### src/rtl/instr_sequencer.sv
// Fetch/decode/execute sequencer for the 8-bit CPU: handshaked instruction fetch,
// registered one-cycle control strobes, flag-conditioned jumps and I/O stalls.
module instr_sequencer #(
  parameter  int DATA_W = 8,
  parameter  int PC_W   = 8,
  localparam int OPD_W  = DATA_W - 4
) (
  input  logic              clk,
  input  logic              rst_n,
  input  logic              start,
  output logic              fetch_req,
  output logic [PC_W-1:0]   fetch_addr,
  input  logic              fetch_ack,
  input  logic [DATA_W-1:0] fetch_data,
  input  logic              zero_flag,
  input  logic              carry_flag,
  input  logic              io_ack,
  output logic              in_en,
  output logic              out_en,
  output logic              load_en,
  output logic              alu_en,
  output logic [2:0]        alu_op,
  output logic [OPD_W-1:0]  operand,
  output logic [PC_W-1:0]   pc,
  output logic              halted,
  output logic              illegal
);

  typedef enum logic [2:0] {
    S_IDLE,
    S_FETCH,
    S_DECODE,
    S_EXEC,
    S_IOWAIT,
    S_HALT
  } state_e;

  typedef enum logic [3:0] {
    OP_IN   = 4'h0,
    OP_OUT  = 4'h1,
    OP_LOAD = 4'h2,
    OP_ADD  = 4'h3,
    OP_SUB  = 4'h4,
    OP_AND  = 4'h5,
    OP_OR   = 4'h6,
    OP_XOR  = 4'h7,
    OP_JUMP = 4'h8,
    OP_JZ   = 4'h9,
    OP_JNZ  = 4'hA,
    OP_JC   = 4'hB,
    OP_JNC  = 4'hC,
    OP_NOP  = 4'hD,
    OP_HALT = 4'hE,
    OP_ILL  = 4'hF
  } opc_e;

  state_e              r_state;
  state_e              w_state_nxt;
  logic [DATA_W-1:0]   r_ir;
  opc_e                r_opcode;
  logic [OPD_W-1:0]    r_operand;
  logic [PC_W-1:0]     r_pc;
  logic                r_load;
  logic                r_alu;
  logic [2:0]          r_alu_op;
  logic                r_in;
  logic                r_out;
  logic                r_illegal;

  opc_e                w_dec_op;
  logic                w_dec_alu;
  logic [2:0]          w_dec_alu_op;
  logic                w_is_io;
  logic                w_taken;
  logic                w_done;
  logic [PC_W-1:0]     w_jump_tgt;

  assign w_dec_op   = opc_e'(r_ir[DATA_W-1 -: 4]);
  assign w_is_io    = (r_opcode == OP_IN) || (r_opcode == OP_OUT);
  assign w_jump_tgt = PC_W'(r_operand);

  // Completion point of an instruction: the only place the PC moves.
  assign w_done = ((r_state == S_EXEC) && (!w_is_io || io_ack)) ||
                  ((r_state == S_IOWAIT) && io_ack);

  always_comb begin
    w_dec_alu    = 1'b0;
    w_dec_alu_op = 3'd0;
    case (w_dec_op)
      OP_ADD:  begin w_dec_alu = 1'b1; w_dec_alu_op = 3'd0; end
      OP_SUB:  begin w_dec_alu = 1'b1; w_dec_alu_op = 3'd1; end
      OP_AND:  begin w_dec_alu = 1'b1; w_dec_alu_op = 3'd2; end
      OP_OR:   begin w_dec_alu = 1'b1; w_dec_alu_op = 3'd3; end
      OP_XOR:  begin w_dec_alu = 1'b1; w_dec_alu_op = 3'd4; end
      default: begin w_dec_alu = 1'b0; w_dec_alu_op = 3'd0; end
    endcase
  end

  always_comb begin
    w_taken = 1'b0;
    case (r_opcode)
      OP_JUMP: w_taken = 1'b1;
      OP_JZ:   w_taken = zero_flag;
      OP_JNZ:  w_taken = ~zero_flag;
      OP_JC:   w_taken = carry_flag;
      OP_JNC:  w_taken = ~carry_flag;
      default: w_taken = 1'b0;
    endcase
  end

  always_comb begin
    w_state_nxt = r_state;
    case (r_state)
      S_IDLE:   if (start) w_state_nxt = S_FETCH;
      S_FETCH:  if (fetch_ack) w_state_nxt = S_DECODE;
      S_DECODE: begin
        if ((w_dec_op == OP_ILL) || (w_dec_op == OP_HALT)) w_state_nxt = S_HALT;
        else                                                  w_state_nxt = S_EXEC;
      end
      S_EXEC:   w_state_nxt = (w_is_io && !io_ack) ? S_IOWAIT : S_FETCH;
      S_IOWAIT: if (io_ack) w_state_nxt = S_FETCH;
      S_HALT:   w_state_nxt = S_HALT;
      default:  w_state_nxt = S_IDLE;
    endcase
  end

  always_ff @(posedge clk or negedge rst_n) begin
    if (!rst_n) r_state <= S_IDLE;
    else        r_state <= w_state_nxt;
  end

  always_ff @(posedge clk or negedge rst_n) begin
    if (!rst_n) begin
      r_ir      <= '0;
      r_opcode  <= OP_NOP;
      r_operand <= '0;
      r_pc      <= '0;
      r_load    <= 1'b0;
      r_alu     <= 1'b0;
      r_alu_op  <= 3'd0;
      r_in      <= 1'b0;
      r_out     <= 1'b0;
      r_illegal <= 1'b0;
    end else begin
      if ((r_state == S_FETCH) && fetch_ack) r_ir <= fetch_data;

      // Strobes are loaded here so they appear exactly in the EXEC cycle.
      if (r_state == S_DECODE) begin
        r_opcode  <= w_dec_op;
        r_operand <= r_ir[OPD_W-1:0];
        r_illegal <= (w_dec_op == OP_ILL);
        r_load    <= (w_dec_op == OP_LOAD);
        r_alu     <= w_dec_alu;
        r_alu_op  <= w_dec_alu_op;
        r_in      <= (w_dec_op == OP_IN);
        r_out     <= (w_dec_op == OP_OUT);
      end

      if (r_state == S_EXEC) begin
        r_load   <= 1'b0;
        r_alu    <= 1'b0;
        r_alu_op <= 3'd0;
      end

      if (w_done) begin
        r_in  <= 1'b0;
        r_out <= 1'b0;
        r_pc  <= w_taken ? w_jump_tgt : r_pc + PC_W'(1);
      end
    end
  end

  assign fetch_req  = (r_state == S_FETCH);
  assign fetch_addr = r_pc;
  assign pc         = r_pc;
  assign operand    = r_operand;
  assign load_en    = r_load;
  assign alu_en     = r_alu;
  assign alu_op     = r_alu_op;
  assign in_en      = r_in;
  assign out_en     = r_out;
  assign halted     = (r_state == S_HALT);
  assign illegal    = r_illegal;

endmodule

### config.mk
export PLATFORM = sky130hd
export DESIGN_NAME = instr_sequencer
export DESIGN_NICKNAME = d
export VERILOG_FILES = /design/src/rtl/instr_sequencer.sv
export SDC_FILE = /design/constraint.sdc
export NUM_CORES = 1
export LEC_CHECK = 0
export ABC_CLOCK_PERIOD_IN_PS = 1690
export CORE_MARGIN = 2
export CORE_UTILIZATION = 44
export DETAILED_ROUTE_END_ITERATION = 10
export PLACE_DENSITY = 0.81
export SYNTH_ARGS = -nofsm -noshare
export SYNTH_HDL_FRONTEND = slang
export SYNTH_SLANG_ARGS = --single-unit
### constraint.sdc
create_clock -name clk -period 1.69 [get_ports clk]
set_input_delay 0.2535 -clock clk [delete_from_list [all_inputs] [get_ports clk]]
set_output_delay 0.2535 -clock clk [all_outputs]
set_load 0.02 [all_outputs]
==> reports/qor.json, run 1 <==
{
  "drt-wirelength-per-cell_microns": 14.60,
  "power_report.internal_total_mw": 3.034,
  "final_design_area_no_fill_sq_um": 2649,
  "numCtsBuffers": 5,
  "postSynthNetCount": 192,
  "drive_above_1_share_pct": 32.77,
  "synth.yosys.seq_area_share_pct": 47.73,
  "final_common_cell": "clkdlybuf4s50_1",
  "power_share_of_the_sequential_group_pct": 32.9,
  "design.core.area_sq_um": 4029,
  "yosys.cell_types.count": 46,
  "synth_edf_count": 0,
  "vdd.ir_drop.worst_mv": 0.7401,
  "syn_area_per_cell_sq_um": 10.47,
  "placement.cell_area_sq_um": 2429,
  "grt_antenna_before_repair": 0,
  "ys.flop_type": "dfrtp_1",
  "hold_violation_total_from_the_final_report": 0,
  "synth_largest_area_cell": "dfrtp_1",
  "globalRouteTotalUtil_pct": 19.75,
  "hpwlAfterDp_mm": 2.930,
  "critical_path_arrival_ns": 1.96,
  "start_util_pct": 45.75,
  "clkSinkCount": 35,
  "areaGrowthSynthToFinish_pct": 43.72,
  "postSynth.asyncResetShare_pct": 100.0,
  "maxSlewViolCount": 0,
  "period_share_pct": 103.9,
  "power_per_unit_of_standard_cell_area_nw_per_um2": 1874,
  "finalWeightedCongestion": 0.8400,
  "initialDrtViolationCount": 108,
  "maxCapViolations": 0,
  "violations": "setup timing",
  "die_width_microns": 68.72,
  "tritoncts": "built",
  "crit_fanout": 7,
  "drt-total-wl_mm": 4.206,
  "p_sw_mw": 1.931,
  "swShare_pct": 38.89,
  "worst_pin_slew_ns": 0.3839,
  "num_io_pins": 45,
  "final.setup_skew_ns": 0.008292,
  "critical_path.startpoint_type": "register",
  "rows": 23,
  "synth.area.top_cells": "dfrtp_1 (43%), mux2_2 (8.6%), dfstp_2 (4.3%)",
  "synth.cell_area_sq_um": 1843,
  "period_needed_ns": 1.755,
  "clockBufferDepth": 2,
  "drt_pass1_iterations": 4,
  "setup_violations": 5,
  "yosys_warnings": 0,
  "pin_count_of_the_biggest_net_entering_global_routing": 36,
  "clk_pin_slew_ns": 0.07,
  "dieHeight_microns": 68.72,
  "synth_cells": 176,
  "detail-route-antenna-nets": 0,
  "insertedDiodeCount": 0,
  "worstPathRequired_ns": 1.89,
  "synth-seq-cells": 35,
  "min-delay-path-class": "in2async",
  "rsz0062_at_grt": "true",
  "nNetsFinal": 253,
  "worstSkewPairLatency_ns": 0.29,
  "io_buffer_count": 44,
  "ctsRootBufferMaster": "clkbuf_8",
  "static-leakage-power_nw": 1.169,
  "route.vias.total": 1550,
  "grt_first_pass_wirelength_mm": 6.920,
  "gr-total-overflow": 0,
  "critical_path_start_end_classification": "reg2reg",
  "finish.utilization_pct": 65.75,
  "combPwrFrac_pct": 53.7,
  "synthDominantCellAreaShare_pct": 43.45,
  "relSlewSlack_pct": 74.17,
  "vias_in_the_first_global_route": 1560,
  "achievable-frequency_mhz": 569.7,
  "run_status": "finished with violations",
  "mostFrequentLayoutCells": "clkdlybuf4s50_1 (36), dfrtp_1 (30), buf_4 (21)",
  "h-tree-depth": 2,
  "route.detailed.drc": 0,
  "clock_power_share_pct": 13.4,
  "endpoint_kind": "register",
  "fin_ws_ns": -0.06525,
  "viasPerCell": 5.382,
  "die_area_sq_um": 4722
}
-- layout make-up --
type / instances / area [sq um]
flip-flops and latches: 35 / 882.1
multi-input cells: 119 / 898.4
clock buffers: 8 / 100.1
well taps: 50 / 62.56
repair buffers: 72 / 690.7
fillers: 307 / 1380
inverters: 4 / 15.01
-- what timing repair did --
item	in CTS	in global routing
endpoints found under the setup margin	19	20
resized for setup	27	11
hold buffers	0	0
gates cloned	1	1
pin swaps	6	2
buffers inserted	3	0
-- per-stage QoR --
stage | power, mW | cells | setup slack, ns | hold slack [ns] | TNS [ns]
floorplan | 3.088 | 176 | -0.04041 | -0.04209 | -0.08412
global placement | 4.008 | 276 | -0.3613 | 0.4558 | -3.205
detailed placement | 4.089 | 276 | -0.4423 | 0.4590 | -3.653
CTS | 5.014 | 288 | -0.05250 | 0.3369 | -0.1549
global route | 5.297 | 288 | -0.1206 | 0.3519 | -0.5265
finish | 4.965 | 288 | -0.06525 | 0.3313 | -0.2330
-- critical path: stages (launching register included) --
cell and delay [ns]:
dfrtp_1 0.39, or4_4 0.56, a32oi_4 0.29, buf_12 0.17, nor2_4 0.03, a211oi_2 0.22
-- cells in the mapped netlist (2+ instances only) --
| cell type | n |
|---|---|
| a211oi_1 | 2 |
| o31ai_1 | 3 |
| nor3_1 | 5 |
| nor4_1 | 3 |
| clkbuf_1 | 6 |
| mux2_2 | 14 |
| clkbuf_8 | 3 |
| a2bb2oi_1 | 2 |
| or2_2 | 3 |
| nor2_1 | 13 |
| dfrtp_1 | 32 |
| o211ai_1 | 3 |
| nand3b_1 | 2 |
| a22o_2 | 2 |
| o21ai_0 | 8 |
| dfstp_2 | 3 |
| a21oi_1 | 5 |
| nand4_1 | 2 |
| o32ai_1 | 2 |
| buf_4 | 8 |
| a221o_1 | 2 |
| and2b_2 | 3 |
| nor2b_1 | 2 |
| inv_1 | 4 |
| nand2_1 | 18 |
| nand3_1 | 6 |
-- routing by layer --
metal,track usage [%],part of all wire (%)
met5,0,0
met4,9.314,1.4
met3,3.409,3.6
met2,33.05,51
met1,24.74,44
-- state kept, by name, indices dropped and copies added, names as in the netlist --
register and count:
alu_en 1, alu_op 3, fetch_addr 8, illegal 1, in_en 1, load_en 1, operand 4, out_en 1
r_ir 8, r_opcode 4, r_state 3
-- power by group through the flow --
stage / logic, mW / clock network, mW / registers (mW)
2_1_floorplan: 1.36 / 0 / 1.73
3_3_place_gp: 2.39 / 0 / 1.62
3_5_place_dp: 2.45 / 0 / 1.64
4_1_cts: 2.71 / 0.681 / 1.63
5_1_grt: 2.91 / 0.703 / 1.69
6_report: 2.67 / 0.664 / 1.63
-- worst paths after layout --
path,start,depth (start not counted),slack [ns],end
min in group clk,load_en,2,0.48,load_en
setup reg to reg,r_opcode[1],5,-0.07,fetch_addr[2]
hold / removal,rst_n,2,0.33,fetch_addr[4]
setup / recovery,r_opcode[1],5,-0.07,fetch_addr[2]
max in group asynchronous,rst_n,2,1.11,r_opcode[0]
hold reg to reg,load_en,2,0.48,load_en
-- kinds of logic (layout without fill, tap and decap cells) --
group | Yosys count | in the layout | share of synthesized area, %
xor gates and xnor gates | 1 | 1 | 0.4753
AOI/OAI and AO/OA | 34 | 34 | 14.39
DFF | 35 | 35 | 47.73
adders and majority gates | 1 | 1 | 0.6788
buffers and inverters | 22 | 84 | 7.807
muxes | 14 | 14 | 8.554
and+or+nand+nor | 69 | 69 | 20.37
Power figures use the tool's default switching activity.
==> run 2, diff against run 1 <==
--- a/config.mk
+++ b/config.mk
@@ -10,6 +10,7 @@
 export CORE_UTILIZATION = 44
 export DETAILED_ROUTE_END_ITERATION = 10
 export PLACE_DENSITY = 0.81
+export SKIP_LAST_GASP = 1
 export SYNTH_ARGS = -nofsm -noshare
 export SYNTH_HDL_FRONTEND = slang
 export SYNTH_SLANG_ARGS = --single-unit
==> run 2 against run 1 <==
The run still ends with setup timing left. Via count stayed put. Total power about the same. Final cell count did not move. Non-clock buffer count unchanged. Clock-buffer cell count stayed put. Flip-flop and latch count unchanged. First-iteration DRC count rose by 9.3%. Critical endpoint unchanged.
==> reports/qor.json, run 2 (same netlist as run 1, synthesis figures left out) <==
{
  "run_status": "finished with violations",
  "violations": "setup timing",
  "endpoint_kind": "register",
  "drt-total-wl_mm": 4.219,
  "pin_count_of_the_biggest_net_entering_global_routing": 36,
  "maxSlewViolCount": 0,
  "drive_above_1_share_pct": 32.35,
  "final_common_cell": "clkdlybuf4s50_1",
  "worst_pin_slew_ns": 0.3839,
  "numCtsBuffers": 5,
  "clockBufferDepth": 2,
  "cts_hold_buffers": 0,
  "period_share_pct": 103.8,
  "worstPathRequired_ns": 1.90,
  "die_width_microns": 68.72,
  "gr-total-overflow": 0,
  "die_area_sq_um": 4722,
  "route.vias.total": 1550,
  "fin_worst_hold_slack_ns": 0.3289,
  "grt_first_pass_wirelength_mm": 6.920,
  "h-tree-depth": 2,
  "design.core.area_sq_um": 4029,
  "vdd.ir_drop.worst_mv": 0.7398,
  "detail-route-antenna-nets": 0,
  "drt_pass1_iterations": 4,
  "period_needed_ns": 1.755,
  "critical_path.startpoint_type": "register",
  "power_mw": 4.966,
  "place_ws_ns": -0.4423,
  "finish.utilization_pct": 65.71,
  "rows": 23,
  "achievable-frequency_mhz": 569.9,
  "drt-wirelength-per-cell_microns": 14.65,
  "path_cells": "or4_4 > a32oi_4 > buf_12 > nor2_4 > a211oi_2",
  "static-leakage-power_nw": 1.169,
  "stdcell_count": 288,
  "min-delay-path-class": "in2async",
  "timing.setup.tns_ns": -0.2297,
  "power_share_of_the_sequential_group_pct": 32.9,
  "initialDrtViolationCount": 118,
  "finalWeightedCongestion": 0.8400,
  "power_report.internal_total_mw": 3.030,
  "placement.cell_area_sq_um": 2429,
  "p_sw_mw": 1.936,
  "hpwlAfterDp_mm": 2.930,
  "mostFrequentLayoutCells": "clkdlybuf4s50_1 (36), dfrtp_1 (31), buf_4 (21)",
  "critical_path_arrival_ns": 1.96,
  "nNetsFinal": 253,
  "clkSinkCount": 35,
  "hold_violation_total_from_the_final_report": 0,
  "fin_ws_ns": -0.06467,
  "crit_fanout": 7,
  "cell_total_after_placement": 276,
  "ctsRootBufferMaster": "clkbuf_8",
  "io_buffer_count": 44,
  "swShare_pct": 38.98,
  "setup_violations": 5,
  "combPwrFrac_pct": 53.7,
  "grt_antenna_before_repair": 0,
  "areaGrowthSynthToFinish_pct": 43.65,
  "layout.filler_cells": 306,
  "critical_path_start_end_classification": "reg2reg",
  "cp_top_family": "simple AND/OR/NAND/NOR gates",
  "clk_pin_slew_ns": 0.07,
  "num_io_pins": 45,
  "viasPerCell": 5.382,
  "power_per_unit_of_standard_cell_area_nw_per_um2": 1876,
  "critical-path-max-stage-delay_ns": 0.56,
  "route.detailed.drc": 0,
  "insertedDiodeCount": 0,
  "relSlewSlack_pct": 74.17,
  "path_buf_inv": 1,
  "worstSkewPairLatency_ns": 0.29,
  "maxCapViolations": 0,
  "final_design_area_no_fill_sq_um": 2648,
  "vias_in_the_first_global_route": 1560,
  "rsz0062_at_grt": "true",
  "crit_slowest_cell": "or4_4",
  "tritoncts": "built",
  "globalRouteTotalUtil_pct": 19.75,
  "dieHeight_microns": 68.72,
  "final.setup_skew_ns": 0.007828,
  "start_util_pct": 45.75,
  "clock_power_share_pct": 13.4
}
run 2: cell types whose count changed in the layout (fill, tap and decap cells not counted), sizes merged:
cell / before / now
clkbuf: 8 / 9
buf: 29 / 28
run 2: final cells by class:
class	instances	area, sq um	area share (%)
inverters	4	15.01	0.5671
clock buffers	8	100.1	3.781
multi-input cells	119	898.4	33.93
repair buffers	72	690.7	26.09
flip-flops and latches	35	880.8	33.27
well taps	50	62.56	2.363
run 2: power by group through the flow:
stage	Clock [mW]	Combinational [mW]	Sequential, mW
finish	0.667	2.67	1.63
global route	0.703	2.91	1.68
CTS	0.681	2.69	1.63
detailed placement	0	2.45	1.64
global placement	0	2.39	1.62
floorplan	0	1.36	1.73
run 2: timing repair:
action                     CTS  global route
setup endpoints to repair   19            20
pin swaps                    6             2
setup buffers                3             0
gates resized for setup     23            12
cloned                       1             1
hold endpoints to repair     0             0
run 2: final timing paths:
path / slack [ns] / cells past startpoint / to / from
worst max-delay path: -0.06 / 5 / fetch_addr[2] / r_opcode[1]
worst min-delay path: 0.33 / 2 / fetch_addr[4] / rst_n
worst max register to register: -0.06 / 5 / fetch_addr[2] / r_opcode[1]
worst min register to register: 0.48 / 2 / load_en / load_en
max in group asynchronous: 1.11 / 2 / r_opcode[0] / rst_n
min in group clk: 0.48 / 2 / load_en / load_en
run 2: metal layers:
| metal | track usage, % | up-vias | wire, microns |
|---|---|---|---|
| li1 | - | 753 | - |
| met1 | 24.74 | 753 | 1865 |
| met2 | 33.05 | 37 | 2116 |
| met3 | 3.409 | 7 | 157 |
| met4 | 9.314 | 0 | 79 |
| met5 | 0 | - | 0 |
==> edit 1: new RTL, settings of run 1 <==
Encoding of `state_e`: now one-hot (6 bits for 6 states).
--- a/src/rtl/instr_sequencer.sv
+++ b/src/rtl/instr_sequencer.sv
@@ -27,11 +27,11 @@
 );
 
-  typedef enum logic [2:0] {
-    S_IDLE,
-    S_FETCH,
-    S_DECODE,
-    S_EXEC,
-    S_IOWAIT,
-    S_HALT
+  typedef enum logic [5:0] {
+    S_IDLE   = 6'b000001,
+    S_FETCH  = 6'b000010,
+    S_DECODE = 6'b000100,
+    S_EXEC   = 6'b001000,
+    S_IOWAIT = 6'b010000,
+    S_HALT   = 6'b100000
   } state_e;
 
Behaviour: no difference found for any inputs over 10 cycles, from zero or initial values and one cycle with rst_n low; not proved beyond that.
==> edit 1 against run 1 <==
The flow still finishes with violations (negative setup slack); utilization up 1.5 points; clock skew down 0.82 ps; worst hold slack worse by 7.8 ps; sequential cell count up 3; routed wire length up 16%; combinational power down 33%; design area up 8.2%; power down 19%; area after synthesis up 4.0%; worst setup slack worse by 150 ps.
==> edit 1: results (changes against run 1) <==
Post-DP Area=2510 µm² (+3.4%); r2r startpoint=r_state[1]$_DFFE_PN0P_; Seq/Total Area, Yosys=0.499 (+0.0214); Sum Neg Setup Slack=-2130 ps (-1890 ps); xor-xnor portion of the synthesized cell area=0.0137 (+0.00896); Max Fanout on Critical Path=6 (-1); violated checks=negative setup slack; CP Data Arrival Time=2100 ps (+140 ps); hold_ws=324 ps (-7.84 ps); top cells by area, synth=dfrtp_1 44%, mux2_2 8.8%, dfstp_2 5.5%; placed cell count=280 (+1.4%); largest net degree at the start of global routing=39 (+8.3%); Worst-Margin Slew=459 ps (+75.3 ps); final worst slack=-218 ps (-152 ps); Setup Skew=7.47 ps (-0.821 ps); Switching Fraction=0.356 (-0.0327); Synth Area in Adders=0.00653 (-0.000261); Setup violations, final=21 (+16); global-route wire length before repair=7270 µm (+5.0%); Nets=259 (+2.4%); gpl congestion=0.863 (+2.7%); total wire length=4890 µm (+16%); pre-CTS setup slack=-260 ps (+182 ps); Routed met2 length=2430 µm (+14%); post-DR vias/cell=5.57 (+3.4%); status=complete, but fails checks; mux contribution to synthesized area=0.104 (+0.0182); DR vias=1648 (+6.3%); Pleak=1.31 nW (+12%); DRT iter0 DRCs=104 (-3.7%); distinct cell type count after synthesis=48 (+4.3%); Critical Path End=fetch_addr[5]$_DFFE_PN0P_; Post-Syn Nets=194 (+1.0%)
## edit 1: power by group through the flow
stage | registers, W | logic, W | clock network, W
after global routing | 0.00153 | 0.00192 | 0.000774
after global placement | 0.00147 | 0.00148 | 0
after detailed placement | 0.00148 | 0.00153 | 0
after floorplan | 0.00158 | 0.000725 | 0
after CTS | 0.00147 | 0.00161 | 0.000736
final | 0.00149 | 0.00178 | 0.000729
## edit 1: cells by family after synthesis
kind of cell,after synthesis
AND/OR/NAND/NOR,65
flip-flops,38
AO/OA/AOI/OAI,34
buffers and inverters,19
multiplexers,18
XOR/XNOR,3
adder cells (fa/ha/maj),1
## edit 1: repair_timing
item                                    in CTS  in global routing
buffers inserted                             2                  4
endpoints found under the setup margin      24                 34
gates cloned                                 0                  2
pin swaps                                    8                 16
gates resized for setup                     17                 31
## edit 1: area by class of cell
class                   instances  area, µm²
fillers                       298       1400
multi-input cells             121        977
flip-flops and latches         38        958
repair buffers                 74        744
clock buffers                   8        110
well taps                      52       65.1
inverters                       3       11.3
==> edit 2: new RTL, config.mk and constraints of run 1 <==
Without the edit above. The parameter `DATA_W` goes from 8 to 6.
--- a/src/rtl/instr_sequencer.sv
+++ b/src/rtl/instr_sequencer.sv
@@ -2,5 +2,5 @@
 // registered one-cycle control strobes, flag-conditioned jumps and I/O stalls.
 module instr_sequencer #(
-  parameter  int DATA_W = 8,
+  parameter  int DATA_W = 6,
   parameter  int PC_W   = 8,
   localparam int OPD_W  = DATA_W - 4
Interface: changed (resized fetch_data and operand); port bits go from 45 to 41. The function was not compared with the original's and may differ.
==> edit 2 against run 1 <==
Worst setup slack better by 92 ps; non-clock buffer count shrank 22; die area is 14% lower; routed wire length down 19%; area after synthesis is 15% lower; power decreased by 25%; final cell count shrank 13%; design area down 20%; utilization decreased by 2.7 points; sequential cell count decreased by 4; critical path depth is 1 lower; critical path type unchanged; largest cell class is now flip-flops and latches; largest power group unchanged.
==> edit 2: results (changes against run 1) <==
maximum vdd drop=0.837 mV (+13%); Design Area, Final=2120 µm² (-20%); clock latency on the worst-skew pair=330 ps (+40 ps); met2 usage=0.313 (-0.0174); largest net degree at the start of global routing=32 (-11%); status=finished, final reports clean; Post-DP Area=2020 µm² (-17%); Max Fanout on Critical Path=5 (-2); Worst-Margin Slew=387 ps (+2.67 ps); worst r2r path cells=4 (-1); M3 GR Usage=0.0589 (+0.0248); Clk Tree Root Cell=clkbuf_4; Pleak=1.10 nW (-6.0%); global-route wire length before repair=5820 µm (-16%); Fillers=286 (-6.8%); Sw Pwr=0.00150 W (-22%); IO buf count=40 (-9.1%); total wire length=3390 µm (-19%); Synth top cells by count=28 x dfrtp_1, 27 x nand2_1, 15 x o21ai_0; Seq/Total Area, Yosys=0.499 (+0.0219); vias in the first global route=1279 (-18%); placed wire-length estimate=2560 µm (-13%); gpl congestion=0.799 (-4.9%); FF-to-FF End=fetch_addr[3]$_DFFE_PN0P_; hold_ws=302 ps (-29.2 ps); Clk pin slew, worst setup/hold paths=100 ps (+30 ps); post-layout min period=1660 ps (-91.6 ps); post-DR vias/cell=5.24 (-2.7%)
==> edit 2: critical path: stages, from the launching register on <==
cell	delay, ps
dfrtp_1	390
or4_4	550
a32oi_4	290
nor2_2	110
a22o_1	220
==> edit 2: power by group through the flow <==
stage                     clock network (W)  registers [W]  logic (W)
after floorplan                           0        0.00148    0.00103
after global placement                    0        0.00137    0.00182
after detailed placement                  0        0.00139    0.00188
after CTS                          0.000497        0.00138    0.00187
after global routing               0.000541        0.00143    0.00202
final                              0.000497        0.00138    0.00185
==> edit 2: routing by layer <==
metal | vias to the layer above | wire (µm)
li1 | 637 | -
met1 | 636 | 1380
met2 | 42 | 1750
met3 | 5 | 210
met4 | 0 | 52
met5 | - | 0
==> edit 2: area by class of cell <==
class                      instances  share of cell area
clock buffer                       8              0.0325
inverter                           3             0.00531
sequential                        31               0.368
tap                               46              0.0272
multi-input combinational        114               0.323
timing repair buffer              50               0.244
==> edit 2: per-stage QoR <==
step	total power [W]	cells
after CTS	0.00375	252
after floorplan	0.00251	161
final	0.00372	252
after detailed placement	0.00327	244
after global placement	0.00319	244
after global routing	0.00399	252
==> edit 2: what timing repair did <==
item	in CTS	in global routing
endpoints found under the hold margin	0	0
pin swaps	0	3
setup endpoints to repair	2	22
gates resized for setup	2	13
==> edit 2: cell families after synthesis <==
kind of cell	after synthesis	share of synthesized area
and+or+nand+nor	70	0.217
AOI/OAI and AO/OA	36	0.163
DFF	31	0.499
buffers and inverters	16	0.0649
muxes	6	0.0425
xor gates and xnor gates	1	0.00561
adders and majority gates	1	0.00801
